===== src/rtl/pipeline_step_ctrl.sv =====
// Clock-enable sequencer for the lab pipeline CPU.
// Turns the bouncy step button into single-cycle pipe_en pulses, free-runs the
// pipeline at a divided rate in run mode, and halts when the IF-stage PC hits
// an enabled breakpoint at a run-mode pulse slot.
module pipeline_step_ctrl #(
  parameter int DB_CNT  = 3,
  parameter int RUN_DIV = 4,
  parameter int PC_W    = 32
) (
  input  logic            i_cclk,
  input  logic            i_rst_n,
  input  logic            i_btn_step,
  input  logic            i_mode_run,
  input  logic            i_bp_en,
  input  logic [PC_W-1:0] i_bp_addr,
  input  logic [PC_W-1:0] i_pc,
  output logic            o_pipe_en,
  output logic            o_halted,
  output logic [1:0]      o_state,
  output logic [15:0]     o_step_cnt
);

  localparam int DB_W  = (DB_CNT  > 1) ? $clog2(DB_CNT)  : 1;
  localparam int DIV_W = (RUN_DIV > 1) ? $clog2(RUN_DIV) : 1;
  localparam logic [DB_W-1:0]  DB_LAST  = DB_W'(DB_CNT - 1);
  localparam logic [DIV_W-1:0] DIV_LAST = DIV_W'(RUN_DIV - 1);

  typedef enum logic [1:0] {
    ST_STEP = 2'b00,
    ST_RUN  = 2'b01,
    ST_HALT = 2'b10
  } state_t;

  logic             r_s1;
  logic             r_s2;
  logic             r_btn_db;
  logic             r_btn_db_q;
  logic [DB_W-1:0]  r_db_cnt;
  state_t           r_state;
  logic [DIV_W-1:0] r_div_cnt;
  logic             r_pipe_en;
  logic             r_halted;
  logic [15:0]      r_step_cnt;

  state_t           w_next_state;
  logic             w_pulse;
  logic             w_div_clr;
  logic             w_press;
  logic             w_slot;
  logic             w_bp_hit;

  assign w_press  = r_btn_db & ~r_btn_db_q;
  assign w_slot   = (r_div_cnt == DIV_LAST);
  assign w_bp_hit = i_bp_en && (i_pc == i_bp_addr);

  // Two-flop synchroniser for the asynchronous button.
  always_ff @(posedge i_cclk) begin
    if (!i_rst_n) begin
      r_s1 <= 1'b0;
      r_s2 <= 1'b0;
    end else begin
      r_s1 <= i_btn_step;
      r_s2 <= r_s1;
    end
  end

  // Debounce: accept a new level only after it has persisted DB_CNT cycles.
  always_ff @(posedge i_cclk) begin
    if (!i_rst_n) begin
      r_btn_db   <= 1'b0;
      r_btn_db_q <= 1'b0;
      r_db_cnt   <= '0;
    end else begin
      r_btn_db_q <= r_btn_db;
      if (r_s2 == r_btn_db) begin
        r_db_cnt <= '0;
      end else if (r_db_cnt == DB_LAST) begin
        r_btn_db <= r_s2;
        r_db_cnt <= '0;
      end else begin
        r_db_cnt <= r_db_cnt + DB_W'(1);
      end
    end
  end

  // State register plus the registered pulse, halt flag, divider and counter.
  always_ff @(posedge i_cclk) begin
    if (!i_rst_n) begin
      r_state    <= ST_STEP;
      r_halted   <= 1'b0;
      r_pipe_en  <= 1'b0;
      r_div_cnt  <= '0;
      r_step_cnt <= '0;
    end else begin
      r_state    <= w_next_state;
      r_halted   <= (w_next_state == ST_HALT);
      r_pipe_en  <= w_pulse;
      r_step_cnt <= r_step_cnt + {15'd0, w_pulse};
      if (w_div_clr) begin
        r_div_cnt <= '0;
      end else if (r_state == ST_RUN) begin
        r_div_cnt <= w_slot ? '0 : r_div_cnt + DIV_W'(1);
      end
    end
  end

  // Next-state and pulse decision; mode switch wins over slot and breakpoint.
  always_comb begin
    w_next_state = r_state;
    w_pulse      = 1'b0;
    w_div_clr    = 1'b0;
    unique case (r_state)
      ST_STEP: begin
        if (i_mode_run) begin
          w_next_state = ST_RUN;
          w_div_clr    = 1'b1;
        end else if (w_press) begin
          w_pulse = 1'b1;
        end
      end
      ST_RUN: begin
        if (!i_mode_run) begin
          w_next_state = ST_STEP;
        end else if (w_slot) begin
          if (w_bp_hit) begin
            w_next_state = ST_HALT;
          end else begin
            w_pulse = 1'b1;
          end
        end
      end
      ST_HALT: begin
        if (w_press) begin
          w_pulse = 1'b1;
          if (i_mode_run) begin
            w_next_state = ST_RUN;
            w_div_clr    = 1'b1;
          end else begin
            w_next_state = ST_STEP;
          end
        end else if (!i_mode_run) begin
          w_next_state = ST_STEP;
        end
      end
      default: w_next_state = ST_STEP;
    endcase
  end

  // Outputs come straight from registers so pipe_en is glitch-free.
  always_comb begin
    o_pipe_en  = r_pipe_en;
    o_halted   = r_halted;
    o_state    = r_state;
    o_step_cnt = r_step_cnt;
  end

endmodule

===== config.mk =====
export PLATFORM = sky130hd
export DESIGN_NAME = pipeline_step_ctrl
export DESIGN_NICKNAME = d
export VERILOG_FILES = /design/src/rtl/pipeline_step_ctrl.sv
export SDC_FILE = /design/constraint.sdc
export NUM_CORES = 1
export LEC_CHECK = 0
export CAP_MARGIN = 20
export CORE_UTILIZATION = 41
export DETAILED_ROUTE_END_ITERATION = 7
export GPL_TIMING_DRIVEN = 0
export PLACE_DENSITY = 0.82
export SYNTH_ARGS = -nofsm -noshare
export SYNTH_HDL_FRONTEND = slang
export SYNTH_SLANG_ARGS = --single-unit

===== constraint.sdc =====
create_clock -name i_cclk -period 6.03 [get_ports i_cclk]
set_clock_uncertainty 0.05 [all_clocks]
set_input_delay 1.206 -clock i_cclk [delete_from_list [all_inputs] [get_ports i_cclk]]
set_output_delay 1.206 -clock i_cclk [all_outputs]
set_load 0.01 [all_outputs]

==> impl_metrics.ini, run 1 <==
[setup_path]
reg2reg_depth = 11
reg2reg_from = r_btn_db
crit_path_end = o_step_cnt[14]
r2r-end = o_step_cnt[14]
r2r_slack_ps = 3470
crit_start = i_pc[22]
crit_type = input port to flop
crit_fanout = 3
start_kind = input port
endpoint_kind = flop
path_common_cell = ha_1
worstPathArrival_ps = 3640
crit_slowest_cell = clkdlybuf4s50_1
path_cells = clkdlybuf4s50_1 -> xor2_1 -> nor4_1 -> and3_1 -> and4b_1 -> a21oi_1 -> ha_1 -> ha_1 -> nand2_1 -> nor3_4 -> nand3_1 -> xnor2_1 -> and2_1
max_stage_delay_ps = 470
worst_ep_required_time_ps = 6150

[route]
ant_nets = 0
drt-total-wl_um = 3590
vias_per_cell = 4.79
firstDrtPassIters = 5
drc = 0
drtIter0Drc = 62
via_count = 1460
detail_route.wl_per_cell_um = 11.8

[pwr]
pwr-share-clk_pct = 30.0
p_leak_nw = 1.00
peakVddDrop_uv = 116
sw_frac_of_total_pct = 20.7
power_frac_seq_pct = 49.8
internal_power_w = 0.000299
p_per_area_nw_per_um2 = 148
switchingPower_w = 0.0000781
combPwrFrac_pct = 20.2

[synthesis]
ys_warn_count = 0
synthDistinctLibCells = 32
synth_edf_count = 0
synth_async_sr_flop_share_pct = 0
avgSynthCellArea_um2 = 9.45
ys_seq_elements = 28
netlist_instances = 165
syn_area_um2 = 1560
synthFlopType = dfxtp_1
ys_seq_area_share_pct = 36.0
syn-num-nets = 238

[global_routing]
grt_first_pass_wirelength_um = 6410
grt_pass1_vias = 1518
grt_start_max_net_pins = 16
overflow = 0
grt_usage_pct = 20.0
antenna_found_initial = 0

[floorplan]
dieArea_um2 = 4050
core_um2 = 3660
num_rows = 22
die_x_um = 63.7
initial_core_util_pct = 42.6
ioPinCount = 89
die_h_um = 63.7

[clocking]
cts_max_path_buffers = 2
clkTransAtPathRegs_ps = 90
cts_tree = built
post_cts_buffers = 0
clock_sinks = 28
htree_levels = 1
post_cts_resized = 0
cts_buffers = 3
cts_hold_buf = 0
clock_latency_ps = 270
cts_root_buf = clkbuf_8

[place]
dp_hpwl_um = 2980
place_ws_ps = 2200
place_area_um2 = 2500
port_buffers = 88
gp_congestion = 0.715

[finish]
syn2layout_area_growth_pct = 63.9
diodes = 0
stdcell_area_um2 = 2550
final_util_pct = 69.8
drive_above_1_share_pct = 3.89
final_nets = 331

[sta]
rsz0062_at_grt = false
worst_pin_slew_ps = 465
worst_slack_ps = 2510
finalSetupViolCount = 0
min_period_ps = 3520
hold_violations = 0
maxSlewHeadroom_pct = 68.7
setup_tns_ps = 0
fmax_ghz = 0.284
fin_crit_sh_pct = 58.4
holdWs_ps = 367
drv_slew = 0

[run_status]
status = completed

[worst_hold_path]
hold_class = flop to flop
hp-start = r_db_cnt[0]

[flow_run]
max_cap_viol_count = 0
state kept, by name, indices dropped and copies added (netlist names):
register	flops
o_pipe_en	1
r_btn_db	1
r_btn_db_q	1
o_halted	1
r_s2	1
r_s1	1
r_db_cnt	2
o_state	2
r_div_cnt	2
o_step_cnt	16
stage by stage:
step | total power (W) | instances
global route | 0.000396 | 305
global placement | 0.000268 | 301
CTS | 0.000381 | 305
finish | 0.000377 | 305
floorplan | 0.000216 | 165
detailed placement | 0.000269 | 301
Yosys cell counts, drive strengths merged, types with 4 or more instances:
master	number	area, um^2
xor2	27	236
nor4	5	31.3
nor2	7	26.3
nor2b	5	31.3
nand4	6	52.6
ha	4	50.1
nand3	11	60.1
dfxtp	28	561
nand2	9	33.8
and2	16	100
xnor2	19	166
worst max-delay path, delay by kind of cell:
kind | cells | cell delay (ps)
xor gates and xnor gates | 2 | 290
adders and majority gates | 2 | 440
and+or+nand+nor | 7 | 1100
AOI/OAI and AO/OA | 1 | 140
buffers and inverters | 1 | 470
power groups by stage:
stage          clock network (W)  logic (W)  registers (W)
6_report                0.000113  0.0000762       0.000188
4_1_cts                 0.000116  0.0000771       0.000188
5_1_grt                 0.000125  0.0000832       0.000188
2_1_floorplan                  0  0.0000242       0.000192
3_5_place_dp                   0  0.0000767       0.000192
3_3_place_gp                   0  0.0000758       0.000192
worst min path at each step:
stage                       end  slack, ps  cells past startpoint
floorplan           r_db_cnt[0]        340                      1
global placement    r_db_cnt[0]        350                      1
detailed placement  r_db_cnt[0]        360                      1
CTS                 r_db_cnt[0]        370                      1
global route        r_db_cnt[0]        380                      1
finish              r_db_cnt[0]        370                      1
cells by family (layout without fill, tap and decap cells):
logic type      Yosys count  count (layout)  synth area share, %
simple gates             70              70                 27.6
xor+xnor                 46              46                 25.8
flops                    28              28                 36.0
compound gates            9               9                 4.25
buf+inv                   5              97                 1.20
fa+ha+maj                 4               4                 3.21
mux                       3               3                 1.93
area by class of cell:
class	count	area (um^2)
fill	301	1110
multi-input combinational	132	980
timing repair buffer	88	881
sequential	28	561
tap	48	60.1
clock buffer	4	55.1
inverter	3	11.3
buffer	2	7.51
cells in the final DEF, fill, tap and decap left out, types with 7 or more instances in the layout:
cell type,netlist,layout
and2_1,16,16
clkdlybuf4s50_1,0,88
dfxtp_1,28,28
nand2_1,9,9
nand3_1,10,10
nor2_1,7,7
xnor2_1,19,19
xor2_1,27,27
routing by layer:
layer	vias to the layer above	routed length [um]	GRT usage [%]
met1	645	1320	21.4
met4	0	110	7.10
met3	10	205	3.99
met2	62	1950	37.9
li1	743	-	-
met5	-	0	0
No activity file was read; power rests on OpenSTA's default activity.
==> run 2: changes to the inputs <==
CORE_UTILIZATION = 34   (was 41)
PLACE_DENSITY = 0.73   (was 0.82)
clock period = 3 ns   (was 6.03 ns; I/O delays follow)
==> run 2 against run 1 <==
  * Setup slack got worse by 2400 ps
  * Core utilization decreased by 11 points
  * Global-route usage is 4.8 points lower
  * Final cell count rose by 1.3%
  * Sequential share of layout area decreased by 0.28 points
  * Clock power increased by 75%
  * Via count shrank 2.8%
  * Count of clock-buffer cells in the layout down 1
  * Largest power group unchanged
==> impl_metrics.ini, run 2 (synthesis results as in run 1) <==
[run_status]
status = completed

[setup_path]
crit_fanout = 3
reg2reg_from = o_state[1]
worstPathArrival_ps = 2990
max_stage_delay_ps = 470
start_kind = input port
crit_type = input port to flop
path_cells = clkdlybuf4s50_1 -> xor2_1 -> nor4_1 -> and3_1 -> and4b_1 -> a21oi_2 -> ha_2 -> ha_4 -> nand2_2 -> nor3_4 -> nand3_1 -> xnor2_1 -> and2_1
crit_slowest_cell = clkdlybuf4s50_1
crit_start = i_bp_addr[18]
endpoint_kind = flop
worst_ep_required_time_ps = 3120

[route]
drt-total-wl_um = 3450
firstDrtPassIters = 4
detail_route.wl_per_cell_um = 11.2
vias_per_cell = 4.59
drtIter0Drc = 50
via_count = 1419
ant_nets = 0
drc = 0

[finish]
drive_above_1_share_pct = 5.84
final_util_pct = 59.0
regArea_um2 = 561
fin_cells = 309
fillers = 390
final_nets = 332
multi_input_area_um2 = 1010
stdcell_area_um2 = 2590
layout_common_cells = clkdlybuf4s50_1 (88), dfxtp_1 (28), xor2_1 (27)
largest_register_ffs = 16
final_common_cell = clkdlybuf4s50_1
syn2layout_area_growth_pct = 66.0
diodes = 0

[global_routing]
grt_start_max_net_pins = 15
antenna_found_initial = 0
grt_pass1_vias = 1445
overflow = 0
grt_first_pass_wirelength_um = 6040
grt_usage_pct = 15.2

[floorplan]
dieArea_um2 = 4860
core_um2 = 4380
num_rows = 24
ioPinCount = 89
die_h_um = 69.7
die_x_um = 69.7
initial_core_util_pct = 35.6

[pwr]
p_leak_nw = 1.01
peakVddDrop_uv = 166
p_per_area_nw_per_um2 = 282

[worst_hold_path]
hp-start = r_db_cnt[0]
hold_class = flop to flop

[clocking]
clock_latency_ps = 270
cts_hold_buf = 0
cts_root_buf = clkbuf_8
htree_levels = 1
cts_buffers = 3
cts_max_path_buffers = 2
cts_tree = built
clkTransAtPathRegs_ps = 90
clock_sinks = 28

[sta]
drv_slew = 0
worst_slack_ps = 137
min_period_ps = 2860
worst_pin_slew_ps = 431
maxSlewHeadroom_pct = 71.0
finalSetupViolCount = 0
rsz0062_at_grt = false
fmax_ghz = 0.349
fin_crit_sh_pct = 95.4
hold_violations = 0

[place]
dp_hpwl_um = 2960
place_area_um2 = 2500
port_buffers = 88
gp_congestion = 0.756
dp_cells = 305
place_ws_ps = -240

[flow_run]
max_cap_viol_count = 0
==> run 2: worst max-delay path, delay by kind of cell <==
kind | cells | cell delay [ps]
AOI/OAI and AO/OA | 1 | 130
xor gates and xnor gates | 2 | 300
and+or+nand+nor | 7 | 1100
buffers and inverters | 1 | 470
adders and majority gates | 2 | 380
==> run 2: area by class of cell <==
class	count	area share (%)
plain buffers	2	0.290
clock buffers	3	1.60
inverters	3	0.435
multi-input cells	132	39.2
flip-flops and latches	28	21.7
well taps	52	2.51
repair buffers	89	34.3
==> run 2: stage by stage <==
step	hold WS, ps	setup TNS [ps]	total power, W
after floorplan	342	0	0.000435
after global placement	353	-1420	0.000538
after detailed placement	361	-1530	0.000540
after CTS	373	0	0.000738
after global routing	396	0	0.000765
final	370	0	0.000729
==> run 2: layer usage <==
| metal | global-route usage (%) | wire [um] | up-vias |
|---|---|---|---|
| met5 | 0 | 0 | - |
| met4 | 6.44 | 72 | 0 |
| met3 | 2.47 | 175 | 7 |
| met2 | 28.0 | 1780 | 46 |
| met1 | 17.1 | 1430 | 623 |
| li1 | - | - | 743 |
==> run 2: worst paths after layout <==
check                                       to  slack (ps)  cells after the start
worst max-delay path            o_step_cnt[14]         140                     13
worst min-delay path               r_db_cnt[0]         370                      1
worst max register to register  o_step_cnt[14]         520                     11
worst min register to register     r_db_cnt[0]         370                      1
==> run 2: report_power, final <==
group          internal (W)  switching (W)
clock network     0.0000900       0.000108
logic              0.000110      0.0000448
registers          0.000375     0.00000240
==> run 2: repair_timing <==
action                     CTS  global route
setup buffers                0             1
setup endpoints to repair    0             7
gates resized for setup      0             7
==> run 3: changes to the inputs <==
SLEW_MARGIN = 20   (was not set)
==> results of run 3 <==
No change in the layout: final DEF, timing and power equal those of run 2.
